File: src/rtl/usr_pkg.sv
// Shared definitions for the universal shift register.
// Contents:
//   MODE_* : 3-bit operation codes for the mode input
//   cnt_width(width) : bit width needed for a counter that saturates at width
package usr_pkg;

   localparam logic [2:0] MODE_HOLD  = 3'd0;
   localparam logic [2:0] MODE_LOAD  = 3'd1;
   localparam logic [2:0] MODE_SHL   = 3'd2;
   localparam logic [2:0] MODE_SHR   = 3'd3;
   localparam logic [2:0] MODE_ROL   = 3'd4;
   localparam logic [2:0] MODE_ROR   = 3'd5;
   localparam logic [2:0] MODE_ASR   = 3'd6;
   localparam logic [2:0] MODE_CLEAR = 3'd7;

   // The counter must be able to hold the value width itself, not just width-1.
   function automatic int cnt_width(input int width);
      return $clog2(width + 1);
   endfunction

endpackage

File: src/rtl/dff_en_sr.sv
// Single-bit storage cell with an enable, a synchronous active-low reset and a
// per-instance reset value.
// Ports:
//   clk     : rising-edge clock
//   rst_n   : synchronous active-low reset, loads rst_val
//   en      : capture d when high, otherwise hold
//   rst_val : value taken on reset
//   d       : next-state data
//   q       : stored bit
module dff_en_sr (
   input  logic clk,
   input  logic rst_n,
   input  logic en,
   input  logic rst_val,
   input  logic d,
   output logic q
);

   // NOTE: sequential state uses non-blocking assignments so every cell samples
   // its neighbours' pre-edge values; blocking here would make shifts race.
   always_ff @(posedge clk) begin
      if (!rst_n) begin
         q <= rst_val;
      end else if (en) begin
         q <= d;
      end
   end

endmodule

File: src/rtl/universal_shift_reg.sv
// WIDTH-bit universal shift register built from dff_en_sr cells.
// Ports:
//   clk       : rising-edge clock
//   rst_n     : synchronous active-low reset (q = RESET_VAL, shift_cnt = 0)
//   mode      : operation select, see usr_pkg MODE_* codes
//   d         : parallel load data
//   sin_r     : serial input entering bit 0 on SHL
//   sin_l     : serial input entering bit WIDTH-1 on SHR
//   q         : register contents
//   sout_l    : q[WIDTH-1]
//   sout_r    : q[0]
//   shift_cnt : shifts/rotates since last load, clear or reset; saturates at WIDTH
//   drained   : shift_cnt == WIDTH
module universal_shift_reg
   import usr_pkg::*;
#(
   parameter int               WIDTH     = 8,
   parameter logic [WIDTH-1:0] RESET_VAL = '0
) (
   input  logic                           clk,
   input  logic                           rst_n,
   input  logic [2:0]                     mode,
   input  logic [WIDTH-1:0]               d,
   input  logic                           sin_r,
   input  logic                           sin_l,
   output logic [WIDTH-1:0]               q,
   output logic                           sout_l,
   output logic                           sout_r,
   output logic [cnt_width(WIDTH)-1:0]    shift_cnt,
   output logic                           drained
);

   localparam int CW = cnt_width(WIDTH);
   localparam logic [CW-1:0] CNT_MAX = CW'(WIDTH);

   logic [WIDTH-1:0] q_next;
   logic             load_en;
   logic [CW-1:0]    cnt;

   // NOTE: q_next gets a default before the case so every path assigns it and
   // no latch is inferred.
   always_comb begin
      q_next = q;
      case (mode)
         MODE_LOAD:  q_next = d;
         MODE_SHL:   q_next = {q[WIDTH-2:0], sin_r};
         MODE_SHR:   q_next = {sin_l, q[WIDTH-1:1]};
         MODE_ROL:   q_next = {q[WIDTH-2:0], q[WIDTH-1]};
         MODE_ROR:   q_next = {q[0], q[WIDTH-1:1]};
         MODE_ASR:   q_next = {q[WIDTH-1], q[WIDTH-1:1]};
         MODE_CLEAR: q_next = '0;
         default:    q_next = q;
      endcase
   end

   // HOLD simply leaves the cells disabled.
   assign load_en = (mode != MODE_HOLD);

   for (genvar i = 0; i < WIDTH; i++) begin : g_bit
      dff_en_sr u_cell (
         .clk     (clk),
         .rst_n   (rst_n),
         .en      (load_en),
         .rst_val (RESET_VAL[i]),
         .d       (q_next[i]),
         .q       (q[i])
      );
   end

   // Counts shifts and rotates since the word was (re)established; saturates
   // so a drained register keeps reporting drained while it keeps rotating.
   always_ff @(posedge clk) begin
      if (!rst_n) begin
         cnt <= '0;
      end else begin
         case (mode)
            MODE_LOAD, MODE_CLEAR: cnt <= '0;
            MODE_HOLD:             cnt <= cnt;
            default: begin
               if (cnt != CNT_MAX) begin
                  cnt <= cnt + CW'(1);
               end
            end
         endcase
      end
   end

   assign shift_cnt = cnt;
   assign drained   = (cnt == CNT_MAX);
   assign sout_l    = q[WIDTH-1];
   assign sout_r    = q[0];

endmodule

File: config.mk
export PLATFORM = sky130hd
export DESIGN_NAME = universal_shift_reg
export DESIGN_NICKNAME = d
export VERILOG_FILES = /design/src/rtl/usr_pkg.sv /design/src/rtl/dff_en_sr.sv /design/src/rtl/universal_shift_reg.sv
export SDC_FILE = /design/constraint.sdc
export NUM_CORES = 1
export LEC_CHECK = 0
export BUFFER_PORTS_ARGS = -buffer_cell sky130_fd_sc_hd__buf_2
export CORE_MARGIN = 3
export CORE_UTILIZATION = 35
export DETAILED_ROUTE_END_ITERATION = 8
export HOLD_SLACK_MARGIN = 0.02
export PLACE_DENSITY_LB_ADDON = 0.25
export SYNTH_ARGS = -nofsm -noshare
export SYNTH_HDL_FRONTEND = slang
export SYNTH_SLANG_ARGS = --single-unit
File: constraint.sdc
create_clock -name clk -period 2.2 [get_ports clk]
set_clock_uncertainty 0.1 [all_clocks]
set_input_delay 0.55 -clock clk [delete_from_list [all_inputs] [get_ports clk]]
set_output_delay 0.55 -clock clk [all_outputs]
set_load 0.05 [all_outputs]
==> flow_metrics.py, run 1 <==
metrics = {
    "route": {
        "wl_per_cell_um": 13.7,
        "vias": 797,
        "drcViolationCount": 0,
        "routed_wirelength_um": 2020,
        "detail-route-antenna-nets": 0,
        "dr.pass1.iters": 4,
        "drt_iter0_drc": 13,
        "drt-vias-per-instance": 5.39,
    },
    "worst_setup_path": {
        "start_kind": "register",
        "crit_path_end_kind": "output pin",
        "criticalPathCategory": "register to output pin",
        "startpoint": "shift_cnt[0]$_SDFFE_PN0P_",
        "r2r_start": "shift_cnt[0]$_SDFFE_PN0P_",
        "reg2reg_slack_ns": 0.50,
        "critical_path_required_ns": 1.55,
        "cp_max_fo": 5,
        "worstPathArrival_ns": 1.43,
    },
    "synthesis": {
        "synth_seq_cells": 12,
        "ys_seq_area_frac": 0.284,
        "yosysWarnings": 0,
        "synth_area_um2": 847,
        "syn_nets": 117,
        "yosys.area.top_type_share": 0.284,
        "synth_top_area_cell": "dfxtp_1",
        "synth_cell_types": 35,
        "synth_area_per_cell_um2": 8.47,
        "synth_area_leaders": "dfxtp_1 (28%), buf_4 (8.0%), o211ai_1 (5.3%), or3_1 (5.2%), and3_1 (4.4%)",
        "synthCells": 100,
    },
    "placement": {
        "place.gp.congestion": 0.731,
        "hpwl_um": 1480,
        "port_buffers": 29,
    },
    "sta": {
        "rsz0062_at_grt": "no",
        "relSlewSlack": 0.708,
        "fmax_ghz": 0.481,
        "tightest_slew_ns": 0.437,
        "fin_crit_sh": 0.944,
        "layout_min_cycle_time_ns": 2.08,
        "slew_viol_final": 0,
        "hold_viol": 0,
        "setup_viol": 0,
        "timing.setup.tns_ns": 0,
    },
    "clocking": {
        "cts_made_buffers": 3,
        "insertion_delay_ns": 0.27,
        "cts_setup_buffers": 0,
        "clock_path_buffers": 2,
        "root_buffer": "clkbuf_4",
        "htreeDepth": 1,
        "ctsResizeCount": 0,
        "path_clk_slew_ns": 0.08,
        "cts_tree": "yes",
        "ctsHoldBuffers": 0,
        "clock-sinks": 12,
    },
    "power": {
        "p_sw_mw": 0.234,
        "vdd_drop_max_mv": 0.265,
        "leakage_nw": 0.446,
        "finalPower_mw": 0.639,
        "p_clk_frac": 0.285,
        "pwr-share-comb": 0.322,
        "p_int_mw": 0.405,
        "power_frac_seq": 0.393,
        "p_sw_frac": 0.366,
        "p_per_area_nw_per_um2": 658,
    },
    "grt": {
        "use_met1": 0.192,
        "grt_pass1_vias": 696,
        "grt_max_degree": 21,
        "grt_pass1_wl_um": 3150,
        "grtUsageTotal": 0.145,
        "gr-total-overflow": 0,
        "use_met2": 0.238,
        "antenna_found_initial": 0,
        "busiest_layer": "met2",
        "grtUsageMet3": 0.0241,
    },
    "floorplanning": {
        "fp-row-count": 17,
        "start_util": 0.376,
        "io_pins": 30,
        "core-area_um2": 2250,
        "die_area_um2": 3050,
        "die_h_um": 55.2,
        "dieWidth_um": 55.2,
    },
    "status": {
        "status": "completed",
    },
    "flow_run": {
        "drv_cap": 0,
    },
    "finish": {
        "antennaDiodeCount": 0,
        "mostFrequentLayoutCell": "buf_2",
        "drive_above_1_share": 0.333,
        "nNetsFinal": 138,
        "fillers": 248,
        "area_growth_pct": 14.6,
        "mostFrequentLayoutCells": "buf_2 (29), dfxtp_1 (12), or3_1 (7)",
    },
    "hold_path": {
        "min_from": "shift_cnt[1]$_SDFFE_PN0P_",
        "hold_path.class": "register to register",
    },
}
## stage by stage
stage / hold slack (ns) / utilization / area, µm² / std cells / worst slack [ns]
floorplan: 0.444 / - / 847 / 100 / 0.189
global placement: 0.402 / 0.415 / 935 / 144 / 0.400
detailed placement: 0.406 / 0.415 / 935 / 144 / 0.367
CTS: 0.418 / 0.431 / 971 / 148 / 0.128
global route: 0.446 / 0.431 / 971 / 148 / 0.0358
finish: 0.416 / 0.431 / 971 / 148 / 0.123
## layout make-up
class                           instances  area (µm²)  share of cell area
Timing Repair Buffer                   31         160               0.165
Clock buffer                            4        36.3              0.0374
Sequential cell                        12         240               0.247
Tap cell                               28        35.0              0.0361
Inverter                                3        11.3              0.0116
Multi-Input combinational cell         70         488               0.503
## Yosys cell counts
library cell / n
o22ai_1: 6
o21a_1: 1
o21ai_1: 6
a21oi_1: 3
or3_1: 7
and3_1: 6
buf_4: 9
a221oi_1: 1
and2_1: 2
a21boi_1: 2
a21boi_2: 1
nand3_1: 1
o21ai_2: 1
a22oi_2: 1
o32ai_1: 1
nand2_1: 3
or2_4: 1
xnor2_4: 1
nand4b_1: 1
o211ai_1: 6
buf_6: 2
nor2b_1: 1
ha_1: 2
buf_2: 2
o21ai_0: 6
a22o_1: 1
clkbuf_1: 2
inv_1: 3
nor3b_1: 1
nand2b_1: 1
xnor2_1: 2
nand3b_1: 2
dfxtp_1: 12
nor2_1: 2
o2111ai_1: 1
## cells by family after synthesis
logic type,synth area share
AND/OR/NAND/NOR,0.201
flip-flops,0.284
buffers and inverters,0.140
AO/OA/AOI/OAI,0.292
XOR/XNOR,0.0532
adder cells (fa/ha/maj),0.0295
## final timing paths
path / depth (start not counted) / end
max reg2reg: 6 / shift_cnt[3]$_SDFFE_PN0P_
max: 5 / drained
min reg2reg: 2 / shift_cnt[1]$_SDFFE_PN0P_
min: 2 / shift_cnt[1]$_SDFFE_PN0P_
## power groups by stage
stage,combinational (mW),sequential (mW),clock (mW)
final,0.206,0.251,0.182
after global routing,0.225,0.254,0.193
after CTS,0.207,0.251,0.183
after detailed placement,0.205,0.256,0
after global placement,0.204,0.255,0
after floorplan,0.150,0.279,0
## registers in the layout (all words and copies together) (netlist names)
| register | flops |
|---|---|
| g_bit.u_cell.q | 8 |
| shift_cnt | 4 |
## critical path, cell delays in order, from the launching register on
cell	delay, ns
dfxtp_1	0.42
inv_1	0.07
ha_1	0.20
nand3b_1	0.20
inv_1	0.06
buf_2	0.21
## per-layer routing
metal	share of wire	vias to the layer above
met1	0.45	356
met3	0.082	2
li1	-	407
met2	0.46	32
met5	0	-
met4	0.0069	0
(Power assumes the default switching activity.)
==> inputs of run 2 (changes only) <==
--- a/config.mk
+++ b/config.mk
@@ -9,8 +9,7 @@
 export CORE_MARGIN = 3
 export CORE_UTILIZATION = 35
 export DETAILED_ROUTE_END_ITERATION = 8
-export HOLD_SLACK_MARGIN = 0.02
-export PLACE_DENSITY_LB_ADDON = 0.25
+export PLACE_DENSITY = 0.6
 export SYNTH_ARGS = -nofsm -noshare
 export SYNTH_HDL_FRONTEND = slang
 export SYNTH_SLANG_ARGS = --single-unit
==> flow_metrics.py, run 2 (same netlist as run 1, synthesis figures left out) <==
metrics = {
    "sta": {
        "hold_viol": 0,
        "layout_min_cycle_time_ns": 2.02,
        "relSlewSlack": 0.719,
        "hold_slack_ns": 0.420,
        "fin_crit_sh": 0.920,
        "rsz0062_at_grt": "no",
        "fmax_ghz": 0.494,
        "slew_viol_final": 0,
        "tightest_slew_ns": 0.420,
        "setup_viol": 0,
        "layout_setup_ws_ns": 0.176,
        "timing.setup.tns_ns": 0,
    },
    "worst_setup_path": {
        "r2r_start": "shift_cnt[0]$_SDFFE_PN0P_",
        "slowest_delay_ns": 0.41,
        "crit_path_cell_trace": "inv_1, ha_1, nand3b_1, inv_1, buf_2",
        "reg2reg_slack_ns": 0.57,
        "r2r-end": "shift_cnt[3]$_SDFFE_PN0P_",
        "start_kind": "register",
        "cp_max_fo": 5,
        "crit_path_end_kind": "output pin",
        "critical_path_required_ns": 1.55,
        "ff2ff_path_depth": 6,
        "cpMaxStageDelayCell": "dfxtp_1",
        "criticalPathCategory": "register to output pin",
        "worstPathArrival_ns": 1.37,
        "crit_path_frequent_cell": "inv_1",
    },
    "route": {
        "wl_met1_um": 900,
        "drt-vias-per-instance": 5.41,
        "dr.pass1.iters": 4,
        "wl_met3_um": 104,
        "drcViolationCount": 0,
        "met2WireLength_um": 902,
        "routed_wirelength_um": 1940,
        "vias": 800,
        "wl_per_cell_um": 13.1,
        "top_layer_used": "met4",
        "drt_iter0_drc": 13,
        "detail-route-antenna-nets": 0,
    },
    "placement": {
        "hpwl_um": 1480,
        "numPlacedInstances": 144,
        "post_dp_cell_area_um2": 935,
        "port_buffers": 29,
        "place.gp.congestion": 0.742,
        "dp_worst_setup_slack_ns": 0.362,
    },
    "finish": {
        "finish.utilization": 0.431,
        "drive_above_1_share": 0.333,
        "stdcell_area_um2": 971,
        "regArea_um2": 240,
        "multi_input_area_um2": 488,
        "mostFrequentLayoutCell": "buf_2",
        "antennaDiodeCount": 0,
        "mostFrequentLayoutCells": "buf_2 (29), dfxtp_1 (12), or3_1 (7)",
        "top_register": "g_bit.u_cell.q",
        "nNetsFinal": 138,
        "layout.cells.non_filler": 148,
        "area_growth_pct": 14.6,
        "fillers": 254,
        "largest_reg_flops": 8,
    },
    "clocking": {
        "ctsResizeCount": 0,
        "insertion_delay_ns": 0.27,
        "ctsHoldBuffers": 0,
        "clock_path_buffers": 2,
        "root_buffer": "clkbuf_4",
        "clock-sinks": 12,
        "cts_setup_buffers": 0,
        "path_clk_slew_ns": 0.08,
        "cts_made_buffers": 3,
        "cts_tree": "yes",
        "htreeDepth": 1,
    },
    "flow_run": {
        "drv_cap": 0,
    },
    "hold_path": {
        "hold_path_end": "shift_cnt[1]$_SDFFE_PN0P_",
        "min_from": "shift_cnt[1]$_SDFFE_PN0P_",
        "hold_path_depth": 2,
        "hold_path.class": "register to register",
    },
    "status": {
        "status": "completed",
    },
    "power": {
        "vdd_drop_max_mv": 0.249,
        "leakage_nw": 0.446,
        "finalPower_mw": 0.635,
        "p_per_area_nw_per_um2": 654,
    },
    "floorplanning": {
        "fp-row-count": 17,
        "die_area_um2": 3050,
        "core-area_um2": 2250,
        "dieWidth_um": 55.2,
        "io_pins": 30,
        "die_h_um": 55.2,
        "start_util": 0.376,
    },
    "grt": {
        "antenna_found_initial": 0,
        "grt_max_degree": 21,
        "grt_pass1_vias": 722,
        "grtUsageTotal": 0.144,
        "grt_pass1_wl_um": 3110,
        "gr-total-overflow": 0,
    },
}
## run 2: cell counts in the layout (fill, tap and decap cells not counted)
Identical to the previous run, type by type.
## run 2: critical path: cells and delay by family (launching register included)
kind,cells,cell delay [ns]
buffers and inverters,3,0.33
adder cells (fa/ha/maj),1,0.19
flip-flops,1,0.41
AND/OR/NAND/NOR,1,0.18
## run 2: report_power, final
group | internal [mW] | total [mW] | switching (mW)
logic | 0.0714 | 0.205 | 0.133
clock network | 0.101 | 0.179 | 0.0788
registers | 0.233 | 0.251 | 0.0173
total | 0.405 | 0.635 | 0.229
## run 2: area by class of cell
class / count / share of cell area
well taps: 28 / 0.0361
flip-flops and latches: 12 / 0.247
multi-input cells: 70 / 0.503
repair buffers: 31 / 0.165
inverters: 3 / 0.0116
clock buffers: 4 / 0.0374
## run 2: per-layer routing
metal / vias to the layer above / track usage
met5: - / 0
met4: 0 / 0.0607
met3: 4 / 0.0349
met2: 20 / 0.232
met1: 373 / 0.183
li1: 403 / -
## run 2: worst max-delay path by stage
| stage | start | to | slack, ns | depth (start not counted) |
|---|---|---|---|---|
| global route | shift_cnt[0]$_SDFFE_PN0P_ | drained | 0.05 | 5 |
| global placement | mode[1] | shift_cnt[3]$_SDFFE_PN0P_ | 0.40 | 5 |
| detailed placement | mode[1] | shift_cnt[3]$_SDFFE_PN0P_ | 0.36 | 5 |
| floorplan | shift_cnt[0]$_SDFFE_PN0P_ | drained | 0.19 | 4 |
| CTS | shift_cnt[0]$_SDFFE_PN0P_ | drained | 0.17 | 5 |
| finish | shift_cnt[0]$_SDFFE_PN0P_ | drained | 0.18 | 5 |
==> inputs of run 3 (changes only) <==
--- a/config.mk
+++ b/config.mk
@@ -6,6 +6,7 @@
 export NUM_CORES = 1
 export LEC_CHECK = 0
 export BUFFER_PORTS_ARGS = -buffer_cell sky130_fd_sc_hd__buf_2
+export CORE_ASPECT_RATIO = 1.1
 export CORE_MARGIN = 3
 export CORE_UTILIZATION = 35
 export DETAILED_ROUTE_END_ITERATION = 8
==> flow_metrics.py, run 3 (same netlist as run 1, synthesis figures left out) <==
metrics = {
    "status": {
        "status": "completed",
    },
    "grt": {
        "grtUsageTotal": 0.129,
        "gr-total-overflow": 0,
        "grt_pass1_vias": 667,
        "grt_max_degree": 22,
        "antenna_found_initial": 0,
        "grt_pass1_wl_um": 2980,
    },
    "worst_setup_path": {
        "reg2reg_slack_ns": 0.55,
        "crit_path_cell_trace": "inv_1, ha_1, nand3b_1, inv_1, buf_2",
        "crit_path_frequent_cell": "inv_1",
        "slowest_delay_ns": 0.42,
        "criticalPathCategory": "register to output pin",
        "r2r_start": "shift_cnt[0]$_SDFFE_PN0P_",
        "start_kind": "register",
        "cp_max_fo": 5,
        "crit_path_end_kind": "output pin",
        "startpoint": "shift_cnt[0]$_SDFFE_PN0P_",
        "path_delay_family": "flip-flops",
        "critical_path_required_ns": 1.55,
        "cpMaxStageDelayCell": "dfxtp_1",
        "worstPathArrival_ns": 1.41,
        "cp_num_buf_inv": 3,
    },
    "placement": {
        "hpwl_um": 1430,
        "post_dp_cell_area_um2": 937,
        "port_buffers": 29,
        "place.gp.congestion": 0.783,
    },
    "sta": {
        "slew_viol_final": 0,
        "layout_min_cycle_time_ns": 2.06,
        "relSlewSlack": 0.702,
        "hold_viol": 0,
        "hold_slack_ns": 0.403,
        "rsz0062_at_grt": "no",
        "tightest_slew_ns": 0.445,
        "fin_crit_sh": 0.936,
        "fmax_ghz": 0.485,
        "setup_viol": 0,
        "timing.setup.tns_ns": 0,
    },
    "clocking": {
        "ctsHoldBuffers": 0,
        "cts_tree": "yes",
        "insertion_delay_ns": 0.28,
        "clock-sinks": 12,
        "clock_path_buffers": 2,
        "cts_setup_buffers": 0,
        "root_buffer": "clkbuf_4",
        "path_clk_slew_ns": 0.07,
        "cts_made_buffers": 3,
        "ctsResizeCount": 0,
        "htreeDepth": 1,
    },
    "floorplanning": {
        "fp-row-count": 18,
        "die_area_um2": 3050,
        "io_pins": 30,
        "core-area_um2": 2270,
        "dieWidth_um": 52.9,
        "die_h_um": 57.6,
        "start_util": 0.372,
    },
    "route": {
        "detail-route-antenna-nets": 0,
        "drt_iter0_drc": 20,
        "wl_per_cell_um": 12.6,
        "drcViolationCount": 0,
        "drt-vias-per-instance": 5.16,
        "dr.pass1.iters": 4,
        "vias": 774,
        "routed_wirelength_um": 1890,
    },
    "finish": {
        "finish.utilization": 0.428,
        "mostFrequentLayoutCells": "buf_2 (29), dfxtp_1 (12), or3_1 (7)",
        "stdcell_area_um2": 973,
        "area_growth_pct": 14.9,
        "nNetsFinal": 138,
        "top_register": "g_bit.u_cell.q",
        "drive_above_1_share": 0.333,
        "mostFrequentLayoutCell": "buf_2",
        "antennaDiodeCount": 0,
        "largest_reg_flops": 8,
    },
    "power": {
        "vdd_drop_max_mv": 0.259,
        "p_per_area_nw_per_um2": 653,
        "finalPower_mw": 0.636,
        "leakage_nw": 0.446,
    },
    "flow_run": {
        "drv_cap": 0,
    },
    "hold_path": {
        "hold_path.class": "register to register",
        "min_from": "shift_cnt[3]$_SDFFE_PN0P_",
    },
}
## run 3: cell counts in the layout (fill, tap and decap cells not counted)
Identical to the previous run, type by type.
## run 3: report_power, final
part	switching [mW]	internal, mW
Clock	0.0798	0.101
Sequential	0.0177	0.233
Combinational	0.132	0.0715
Total	0.230	0.406
## run 3: final cells by class
cell class | count | area, µm²
Fill cell | 246 | 1300
Multi-Input combinational cell | 70 | 488
Sequential cell | 12 | 240
Timing Repair Buffer | 31 | 160
Tap cell | 30 | 37.5
Clock buffer | 4 | 36.3
Inverter | 3 | 11.3
## run 3: final timing paths
check / end / depth (start not counted)
min: shift_cnt[3]$_SDFFE_PN0P_ / 2
max: drained / 5
min reg2reg: shift_cnt[3]$_SDFFE_PN0P_ / 2
max reg2reg: shift_cnt[3]$_SDFFE_PN0P_ / 6
## run 3: per-layer routing
layer / track usage / vias to the layer above / share of wire / wire (µm)
met5: 0 / - / 0 / 0
met4: 0.0766 / 0 / 0.016 / 30
met3: 0.0104 / 3 / 0.044 / 84
met2: 0.199 / 22 / 0.45 / 855
met1: 0.173 / 348 / 0.49 / 920
li1: - / 401 / - / -
## run 3: tightest hold or removal path: stages (launching register included)
cell and delay, ns:
dfxtp_1 0.33, o21ai_0 0.07, a21boi_1 0.06
## run 3: stage by stage
stage	setup slack [ns]	cells
after floorplan	0.189	100
final	0.140	150
after global routing	0.0549	150
after global placement	0.395	146
after detailed placement	0.365	146
after CTS	0.127	150
